===== src/rtl/bcd_updown_counter_if.sv =====
`default_nettype none
// ============================================================================
// Module      : bcd_updown_counter_if
// Description : Control/status bundle for bcd_updown_counter. Carries the
//               count requests, the preset value, the registered count and
//               the per-digit advance strobes / terminal / load-error flags.
//               master : drives enable, up, load, load_value
//               slave  : drives count, digit_ena, tc, load_err
// Revision    : 1.0 - initial release
// ============================================================================
interface bcd_updown_counter_if #(
    parameter int DIGITS = 4
);
    logic                  enable;      // count-advance request
    logic                  up;          // 1 = increment, 0 = decrement
    logic                  load;        // parallel-load request
    logic [4*DIGITS-1:0]   load_value;  // BCD preset
    logic [4*DIGITS-1:0]   count;       // registered BCD count
    logic [DIGITS-1:0]     digit_ena;   // digit i changes at next edge
    logic                  tc;          // terminal count flag
    logic                  load_err;    // one-cycle rejected-load pulse

    modport master (
        output enable,
        output up,
        output load,
        output load_value,
        input  count,
        input  digit_ena,
        input  tc,
        input  load_err
    );

    modport slave (
        input  enable,
        input  up,
        input  load,
        input  load_value,
        output count,
        output digit_ena,
        output tc,
        output load_err
    );
endinterface
`default_nettype wire


===== src/rtl/bcd_updown_counter.sv =====
`default_nettype none
// ============================================================================
// Module      : bcd_updown_counter
// Description : Parametrised multi-digit BCD up/down counter with parallel
//               load, wrap-or-saturate terminal behaviour, per-digit advance
//               strobes, terminal-count flag and load-error pulse.
// Parameters  : DIGITS (1..8) number of BCD digits, digit 0 at bits [3:0]
//               WRAP   1 = wrap at terminal value, 0 = saturate
// Ports       : clk    rising-edge clock
//               rst_n  synchronous active-low reset
//               bus    bcd_updown_counter_if slave modport
//                      (enable, up, load, load_value -> count, digit_ena,
//                       tc, load_err)
// Revision    : 1.0 - initial release
// ============================================================================
module bcd_updown_counter #(
    parameter int DIGITS = 4,
    parameter bit WRAP   = 1'b1
) (
    input  wire logic             clk,
    input  wire logic             rst_n,
    bcd_updown_counter_if.slave   bus
);

    localparam int c_WIDTH = 4 * DIGITS;

    // ------------------------------------------------------------------
    // State
    // ------------------------------------------------------------------
    logic [c_WIDTH-1:0] r_count;
    logic               r_load_err;

    // ------------------------------------------------------------------
    // Per-digit decode
    // ------------------------------------------------------------------
    logic [3:0]         w_digit      [DIGITS];
    logic [3:0]         w_digit_step [DIGITS];
    logic [DIGITS-1:0]  w_is_nine;
    logic [DIGITS-1:0]  w_is_zero;
    logic [DIGITS-1:0]  w_nib_ok;
    logic [DIGITS-1:0]  w_digit_ena;
    logic [c_WIDTH-1:0] w_count_next;

    logic               w_active;
    logic               w_all_term;
    logic               w_sat_block;
    logic               w_load_ok;

    generate
        for (genvar i = 0; i < DIGITS; i++) begin : g_digit
            assign w_digit[i]   = r_count[4*i +: 4];
            assign w_is_nine[i] = (w_digit[i] == 4'd9);
            assign w_is_zero[i] = (w_digit[i] == 4'd0);
            assign w_nib_ok[i]  = (bus.load_value[4*i +: 4] <= 4'd9);

            // Single-digit step: 9 rolls to 0 going up, 0 rolls to 9 going
            // down. Whether the digit actually moves is decided by the
            // carry/borrow chain below.
            assign w_digit_step[i] = bus.up
                                   ? (w_is_nine[i] ? 4'd0 : w_digit[i] + 4'd1)
                                   : (w_is_zero[i] ? 4'd9 : w_digit[i] - 4'd1);

            assign w_count_next[4*i +: 4] = w_digit_ena[i] ? w_digit_step[i]
                                                           : w_digit[i];
        end
    endgenerate

    // A count step is requested only when not in reset and not loading.
    assign w_active    = bus.enable & ~bus.load & rst_n;

    // Every digit sits at the terminal value for the current direction.
    assign w_all_term  = bus.up ? (&w_is_nine) : (&w_is_zero);

    // In saturate mode the terminal value is sticky in the current direction.
    assign w_sat_block = ~WRAP & w_all_term;

    assign w_load_ok   = &w_nib_ok;

    // ------------------------------------------------------------------
    // Carry / borrow chain: digit i advances when every lower digit is at
    // its roll-over value for the current direction.
    // ------------------------------------------------------------------
    generate
        for (genvar i = 0; i < DIGITS; i++) begin : g_ena
            if (i == 0) begin : g_lsd
                assign w_digit_ena[i] = w_active & ~w_sat_block;
            end else begin : g_upper
                assign w_digit_ena[i] = w_digit_ena[i-1] &
                                        (bus.up ? w_is_nine[i-1]
                                                : w_is_zero[i-1]);
            end
        end
    endgenerate

    // ------------------------------------------------------------------
    // Registers: reset, then load, then count, then hold.
    // ------------------------------------------------------------------
    always_ff @(posedge clk) begin
        if (!rst_n) begin
            r_count    <= '0;
            r_load_err <= 1'b0;
        end else if (bus.load) begin
            if (w_load_ok) begin
                r_count    <= bus.load_value;
                r_load_err <= 1'b0;
            end else begin
                // Reject the whole preset; no partial load.
                r_load_err <= 1'b1;
            end
        end else begin
            r_count    <= w_count_next;
            r_load_err <= 1'b0;
        end
    end

    // ------------------------------------------------------------------
    // Outputs
    // ------------------------------------------------------------------
    assign bus.count     = r_count;
    assign bus.load_err  = r_load_err;
    assign bus.digit_ena = w_digit_ena;
    assign bus.tc        = w_active & w_all_term;

endmodule
`default_nettype wire


===== src/flat_wrapper.sv =====
// flat-port wrapper written by rule: the top's interface ports become plain ports
module bcd_updown_counter_flat 
#(
    parameter int DIGITS = 4,
    parameter bit WRAP   = 1'b1
)
  (clk, rst_n, bus_enable, bus_up, bus_load, bus_load_value, bus_count, bus_digit_ena, bus_tc, bus_load_err);
  bcd_updown_counter_if #(.DIGITS(DIGITS)) bus_i ();
  input  wire logic clk;
  input  wire logic rst_n;
  input wire logic [$bits(bus_i.enable)-1:0] bus_enable;
  input wire logic [$bits(bus_i.up)-1:0] bus_up;
  input wire logic [$bits(bus_i.load)-1:0] bus_load;
  input wire logic [$bits(bus_i.load_value)-1:0] bus_load_value;
  output wire logic [$bits(bus_i.count)-1:0] bus_count;
  output wire logic [$bits(bus_i.digit_ena)-1:0] bus_digit_ena;
  output wire logic [$bits(bus_i.tc)-1:0] bus_tc;
  output wire logic [$bits(bus_i.load_err)-1:0] bus_load_err;
  assign bus_i.enable = bus_enable;
  assign bus_i.up = bus_up;
  assign bus_i.load = bus_load;
  assign bus_i.load_value = bus_load_value;
  assign bus_count = bus_i.count;
  assign bus_digit_ena = bus_i.digit_ena;
  assign bus_tc = bus_i.tc;
  assign bus_load_err = bus_i.load_err;
  bcd_updown_counter #(.DIGITS(DIGITS), .WRAP(WRAP)) u_core (.clk(clk), .rst_n(rst_n), .bus(bus_i));
endmodule

===== config.mk =====
export PLATFORM = sky130hd
export DESIGN_NAME = bcd_updown_counter_flat
export DESIGN_NICKNAME = d
export VERILOG_FILES = /design/src/rtl/bcd_updown_counter_if.sv /design/src/rtl/bcd_updown_counter.sv /design/src/flat_wrapper.sv
export SDC_FILE = /design/constraint.sdc
export NUM_CORES = 1
export LEC_CHECK = 0
export CORE_ASPECT_RATIO = 1.25
export CORE_MARGIN = 8
export CORE_UTILIZATION = 45
export CTS_BUF_LIST = sky130_fd_sc_hd__clkbuf_8
export DETAILED_ROUTE_END_ITERATION = 8
export DONT_BUFFER_PORTS = 1
export PLACE_DENSITY_LB_ADDON = 0.25
export RECOVER_POWER = 100
export SLEW_MARGIN = 20
export SYNTH_ARGS = -nofsm -noshare
export SYNTH_HDL_FRONTEND = slang
export SYNTH_SLANG_ARGS = --single-unit

===== constraint.sdc =====
create_clock -name clk -period 2.15 [get_ports clk]
set_input_delay 0.43 -clock clk [delete_from_list [all_inputs] [get_ports clk]]
set_output_delay 0.43 -clock clk [all_outputs]
set_load 0.005 [all_outputs]

==> results of run 1 <==
## metrics by stage
step,area [µm²],instances,util [%],hold WS [ps]
2_1_floorplan,1520,210,-,543
3_3_place_gp,1580,238,49.0,573
3_5_place_dp,1580,238,49.0,574
4_1_cts,1630,242,50.7,295
5_1_grt,1620,243,50.3,294
6_report,1620,243,50.3,290
## layer usage
metal	GRT usage (%)	up-vias
met2	28.1	58
met1	18.9	801
met4	5.13	0
met3	5.64	3
li1	-	781
met5	0	-
## state kept, by name, indices dropped and copies added (netlist names)
name,count
u_core.bus.count,16
u_core.bus.load_err,1
## synth_stat cells, types with 2 or more instances
cell,instances
nand2b_1,5
or2_2,3
dfxtp_1,17
a311oi_1,4
nand3_1,10
o21bai_1,2
o41ai_1,2
nor3_1,6
o31ai_1,3
a31oi_1,3
xor2_1,2
xnor2_1,3
o22ai_1,3
and4_1,2
nor4_1,4
a22oi_1,2
clkbuf_1,22
mux2i_1,3
a221o_1,4
and2_1,2
nand2_1,13
nor2_1,14
o21ai_0,19
a21o_1,3
inv_1,9
nand3b_1,4
or3_1,2
a21oi_1,14
a211oi_1,2
and3_1,2
## cell usage in the layout, fill, tap and decap left out, types with 3 or more instances in the layout
cell type	instances
a21o_1	3
a21oi_1	14
a221o_1	4
a311oi_1	4
a31oi_1	3
buf_4	8
clkbuf_1	8
clkbuf_8	3
dfxtp_1	17
inv_1	10
mux2i_1	3
nand2_1	12
nand2b_1	5
nand3_1	10
nand3b_1	4
nor2_1	13
nor3_1	6
nor4_1	3
o21ai_0	19
o22ai_1	3
o31ai_1	3
or2_2	3
xnor2_1	3
## kinds of logic (layout without fill, tap and decap cells)
logic type / after synthesis / count (layout) / share of synthesized area, %
compound gates: 80 / 80 / 38.4
simple gates: 70 / 70 / 24.4
buf+inv: 34 / 30 / 9.23
flops: 17 / 17 / 22.4
xor+xnor: 5 / 5 / 2.88
mux: 4 / 4 / 2.72
## power by group through the flow
stage	combinational, mW	clock [mW]	sequential (mW)
floorplan	0.189	0	0.351
global placement	0.226	0	0.352
detailed placement	0.231	0	0.353
CTS	0.234	0.254	0.346
global route	0.256	0.269	0.349
finish	0.232	0.255	0.347
## worst register-to-register path: cells and delay by family (launching register included)
kind            cells  cell delay (ps)
simple gates        1              390
compound gates      4             1020
flops               1              320
buf+inv             1              210
## area by class of cell
class | instances | area [µm²]
clock buffers | 3 | 41.3
clock inverters | 1 | 3.75
fillers | 320 | 1600
inverters | 9 | 33.8
multi-input cells | 159 | 1060
flip-flops and latches | 17 | 340
well taps | 37 | 46.3
repair buffers | 17 | 97.6
## repair_timing
item / in CTS / in global routing
gates cloned: 0 / 0
endpoints found under the setup margin: 2 / 2
gates resized for setup: 2 / 2
setup buffers: 0 / 1
pin swaps: 1 / 4
## final timing paths
check        depth (start not counted)                           endpoint                               from
max                                  4                   bus_digit_ena[3]   u_core.bus.count[3]$_SDFFE_PN0P_
min                                  1   u_core.bus.count[9]$_SDFFE_PN0P_                              rst_n
max reg2reg                          6  u_core.bus.count[13]$_SDFFE_PN0P_   u_core.bus.count[3]$_SDFFE_PN0P_
min reg2reg                          2  u_core.bus.count[14]$_SDFFE_PN0P_  u_core.bus.count[14]$_SDFFE_PN0P_
==> key figures, run 1 <==
Timing
  • Final WS setup: 72.8 ps
  • Fin. Hold Viols: 0
  • Fin. max-slew vios: 0
  • Tcrit/Tclk final: 96.6%
  • Clock period minus worst slack: 2080 ps
  • RSZ-0062 raised after global routing: no
  • Rel. slew slack: 60.9%
  • Fmax: 0.481 GHz
  • Worst-margin pin slew: 586 ps
  • Fin Setup TNS: 0 ps
  • # setup viols final: 0
  • Worst Clk Skew: 0.858 ps

Routing
  • Met2 routed WL: 2.39 mm
  • Metal1 wirelength: 1.83 mm
  • DRT iter0 DRCs: 91
  • DRC errors left: 0
  • Highest Signal Layer: met4
  • Final WL: 4.68 mm
  • First-pass DRT Iterations: 4
  • Vias: 1,643
  • Via density: 6.76
  • Detail Route met3 WL: 421 µm
  • DRT antenna net count: 0
  • Drt wl/cell: 19.2 µm

CTS
  • Number of hold buffers added after cts: 0
  • CTS Buffer Depth: 2
  • Num CTS Buffers: 3
  • CTS tree: built
  • CTS H-tree depth: 1
  • CTS clk-pin slew, worst paths: 70 ps
  • # clock sinks: 17
  • Worst skew pair latency: 260 ps
  • Root Buffer: clkbuf_8

Worst setup path
  • Worst Setup End Kind: output port
  • Worst path cell trace: or3_4 > a2111oi_4 > nand2_2 > nor2_2
  • Crit path max-delay cell type: a2111oi_4
  • Startpoint Class: flop
  • CP delay by family, top: simple AND/OR/NAND/NOR gates
  • Buf+Inv Stages, Crit Path: 0
  • Worst reg-to-reg setup slack: 130 ps
  • WP data required: 1720 ps
  • Worst path arrival time: 1650 ps
  • Critical Path Max Stage Delay: 410 ps
  • CP Max Fanout: 4
  • Crit path kind: reg -> out

Finish
  • Layout Nets: 228
  • Number of diodes: 0
  • Share of cells above drive strength 1: 12.1%
  • Syn-to-layout area delta: 6.75%

Yosys
  • Synthesized instance count: 210
  • Dominant cell type by area after synthesis: dfxtp_1
  • Yosys cell types: 56
  • Async S/R FF share, synth: 0%
  • Area contributors post-synth: dfxtp_1, o21ai_0, clkbuf_1
  • Ys flop type: dfxtp_1
  • Synthesized net count: 231
  • Avg Inst Size Synth: 7.23 µm²
  • Number of warning messages in the yosys log: 0
  • Area of the mapped netlist: 0.00152 mm²
  • Top-area cell type share of the netlist area: 22.4%
  • Synthesized flop and latch total: 17
  • Register area share after synthesis: 22.4%
  • Post-synth EDFFs: 0

Power
  • VDD IR-drop max: 0.275 mV
  • Leakage: 0.595 nW
  • Internal power: 559 µW
  • Sw Share: 33.0%
  • Seq pwr share: 41.6%
  • Clock Power Share: 30.5%
  • P_sw: 275 µW
  • Total power: 834 µW
  • Pwr/cell area: 514 mW/mm²
  • Comb pwr share: 27.9%

Flow run
  • Max-Cap Viols: 0

Die
  • Die H: 81.0 µm
  • Die X: 68.0 µm
  • Die footprint: 0.00550 mm²
  • Row count: 23
  • Core area: 0.00322 mm²
  • I/O pins: 43
  • Initial core utilization: 47.1%

GRT
  • Vias in the first global route: 1,474
  • Grt ovf: 0
  • First-pass GRT wire length: 7.29 mm
  • Total track usage: 16.6%
  • Initial antenna violation count: 0
  • Largest net degree at the start of global routing: 34

Min path
  • Worst hold path class: in -> reg

Placed design
  • RePlAce Congestion: 0.832
  • IO buf count: 0
  • Hpwl dp: 3.41 mm
  • Post-Place Setup Slack: 183 ps

Run status
  • Outcome: finished, final reports clean
No activity file was read; power rests on OpenSTA's default activity.
==> inputs of run 2 (changes only) <==
- CELL_PAD_IN_SITES_DETAIL_PLACEMENT: default -> 1
- CELL_PAD_IN_SITES_GLOBAL_PLACEMENT: default -> 1
==> run 2 against run 1 <==
Non-clock buffer count shrank 1. Power increased by 1.6%. Sequential power up 1%. First-iteration DRC count rose by 88%. Die area is the same. Critical endpoint is now bus_digit_ena[1]. Flip-flop and latch count unchanged. Sequential share of layout area hardly changed. Via count up 1.0%. Final area grew 1.6%. Combinational power grew 4%. Critical path type unchanged.
==> key figures, run 2 (same netlist as run 1, synthesis figures left out) <==
CTS
  • Number of hold buffers added after cts: 0
  • CTS Buffer Depth: 2
  • Worst skew pair latency: 270 ps
  • CTS clk-pin slew, worst paths: 70 ps
  • Root Buffer: clkbuf_8
  • Num CTS Buffers: 3
  • CTS tree: built
  • CTS H-tree depth: 1
  • # clock sinks: 17

Timing
  • Rel. slew slack: 64.2%
  • Worst Clk Skew: 5.72 ps
  • Worst-margin pin slew: 524 ps
  • Clock period minus worst slack: 2140 ps
  • # setup viols final: 0
  • Hold_ws: 296 ps
  • Final WS setup: 13.1 ps
  • RSZ-0062 raised after global routing: yes
  • Fin. max-slew vios: 0
  • Fin. Hold Viols: 0
  • Fmax: 0.468 GHz
  • Fin Setup TNS: 0 ps
  • Tcrit/Tclk final: 99.4%

Min path
  • Hold endpoint: u_core.bus.count[9]$_SDFFE_PN0P_
  • HP Start: rst_n
  • Worst Hold Path Cells: 1
  • Worst hold path class: in -> reg

Routing
  • Drt wl/cell: 21.7 µm
  • Via density: 6.86
  • DRC errors left: 0
  • DRT antenna net count: 0
  • Vias: 1,660
  • First-pass DRT Iterations: 4
  • DRT iter0 DRCs: 171
  • Final WL: 5.26 mm

Placed design
  • RePlAce Congestion: 0.818
  • Hpwl dp: 3.78 mm
  • IO buf count: 0
  • Placed cells: 235
  • Area after DPL: 0.00156 mm²
  • Post-Place Setup Slack: 81.7 ps

Die
  • Core area: 0.00322 mm²
  • Die X: 68.0 µm
  • Initial core utilization: 47.1%
  • Die footprint: 0.00550 mm²
  • I/O pins: 43
  • Row count: 23
  • Die H: 81.0 µm

Worst setup path
  • Worst path cell trace: or3_4 > a2111oi_4 > buf_4 > buf_6
  • Worst reg-to-reg setup slack: 90 ps
  • RR Startpoint: u_core.bus.count[3]$_SDFFE_PN0P_
  • CP Max Fanout: 3
  • Reg2reg end: u_core.bus.count[4]$_SDFFE_PN0P_
  • R2R cell count: 7
  • Crit path max-delay cell type: a2111oi_4
  • Crit path kind: reg -> out
  • Worst path arrival time: 1710 ps
  • WP data required: 1720 ps
  • Startpoint Class: flop
  • CP Launch Point: u_core.bus.count[3]$_SDFFE_PN0P_
  • Critical Path Max Stage Delay: 420 ps
  • Worst Setup End Kind: output port

Flow run
  • Max-Cap Viols: 0

Finish
  • Share of cells above drive strength 1: 16.1%
  • Layout Nets: 227
  • Max reg flops: 16
  • Syn-to-layout area delta: 8.48%
  • Number of diodes: 0
  • Commonest non-fill, non-tap cell in the layout: o21ai_0
  • Most frequent cells in the layout: o21ai_0, dfxtp_1, a21oi_1
  • Area of all placed cells without fillers: 0.00165 mm²
  • Post-route insts no fill: 242
  • Util after Layout: 51.1%

Power
  • VDD IR-drop max: 0.296 mV
  • Pwr/cell area: 514 mW/mm²
  • Leakage: 0.617 nW
  • Total power: 847 µW

Run status
  • Outcome: finished, final reports clean

GRT
  • Grt ovf: 0
  • Largest net degree at the start of global routing: 34
  • Vias in the first global route: 1,723
  • First-pass GRT wire length: 8.45 mm
  • Initial antenna violation count: 0
  • Total track usage: 19.2%
## run 2: changes by cell type in the layout (fill, tap and decap cells not counted), sizes merged
cell	before	now
clkbuf	12	5
buf	8	14
## run 2: metal layers
layer  track usage (%)  up-vias  wire length, µm
met5                 0        -                0
met4              7.80        0               93
li1                  -      774                -
met3              4.13        7              289
met1              21.4      842             2090
met2              34.1       37             2780
## run 2: layout make-up
class                   instances  area [µm²]
clock buffers                   3        41.3
clock inverters                 1        3.75
fillers                       418        1580
inverters                       9        33.8
multi-input cells             159        1060
flip-flops and latches         17         345
well taps                      37        46.3
repair buffers                 16         116
## run 2: worst max-delay path: cells and delay by family, from the launching register on
kind                   cells  cell delay, ps
AND/OR/NAND/NOR            1             390
buffers and inverters      2             300
AO/OA/AOI/OAI              1             420
flip-flops                 1             330
## run 2: worst max-delay path by stage
stage	end	depth (start not counted)	slack, ps
global placement	bus_digit_ena[3]	4	200
CTS	bus_tc	4	20
finish	bus_digit_ena[1]	4	10
global route	bus_digit_ena[1]	4	-20
detailed placement	u_core.bus.count[12]$_SDFFE_PN0P_	5	80
floorplan	u_core.bus.count[13]$_SDFFE_PN0P_	6	130
## run 2: repair_timing
item	4_1_cts	5_1_grt
buffers inserted	1	2
pin swaps	2	2
resized for setup	0	9
endpoints found under the setup margin	1	3
endpoints found under the hold margin	0	0
## run 2: where the power goes
group          total [mW]  switching (mW)  internal (mW)
Combinational       0.241           0.136          0.105
Sequential          0.352          0.0203          0.332
Clock               0.254           0.127          0.127
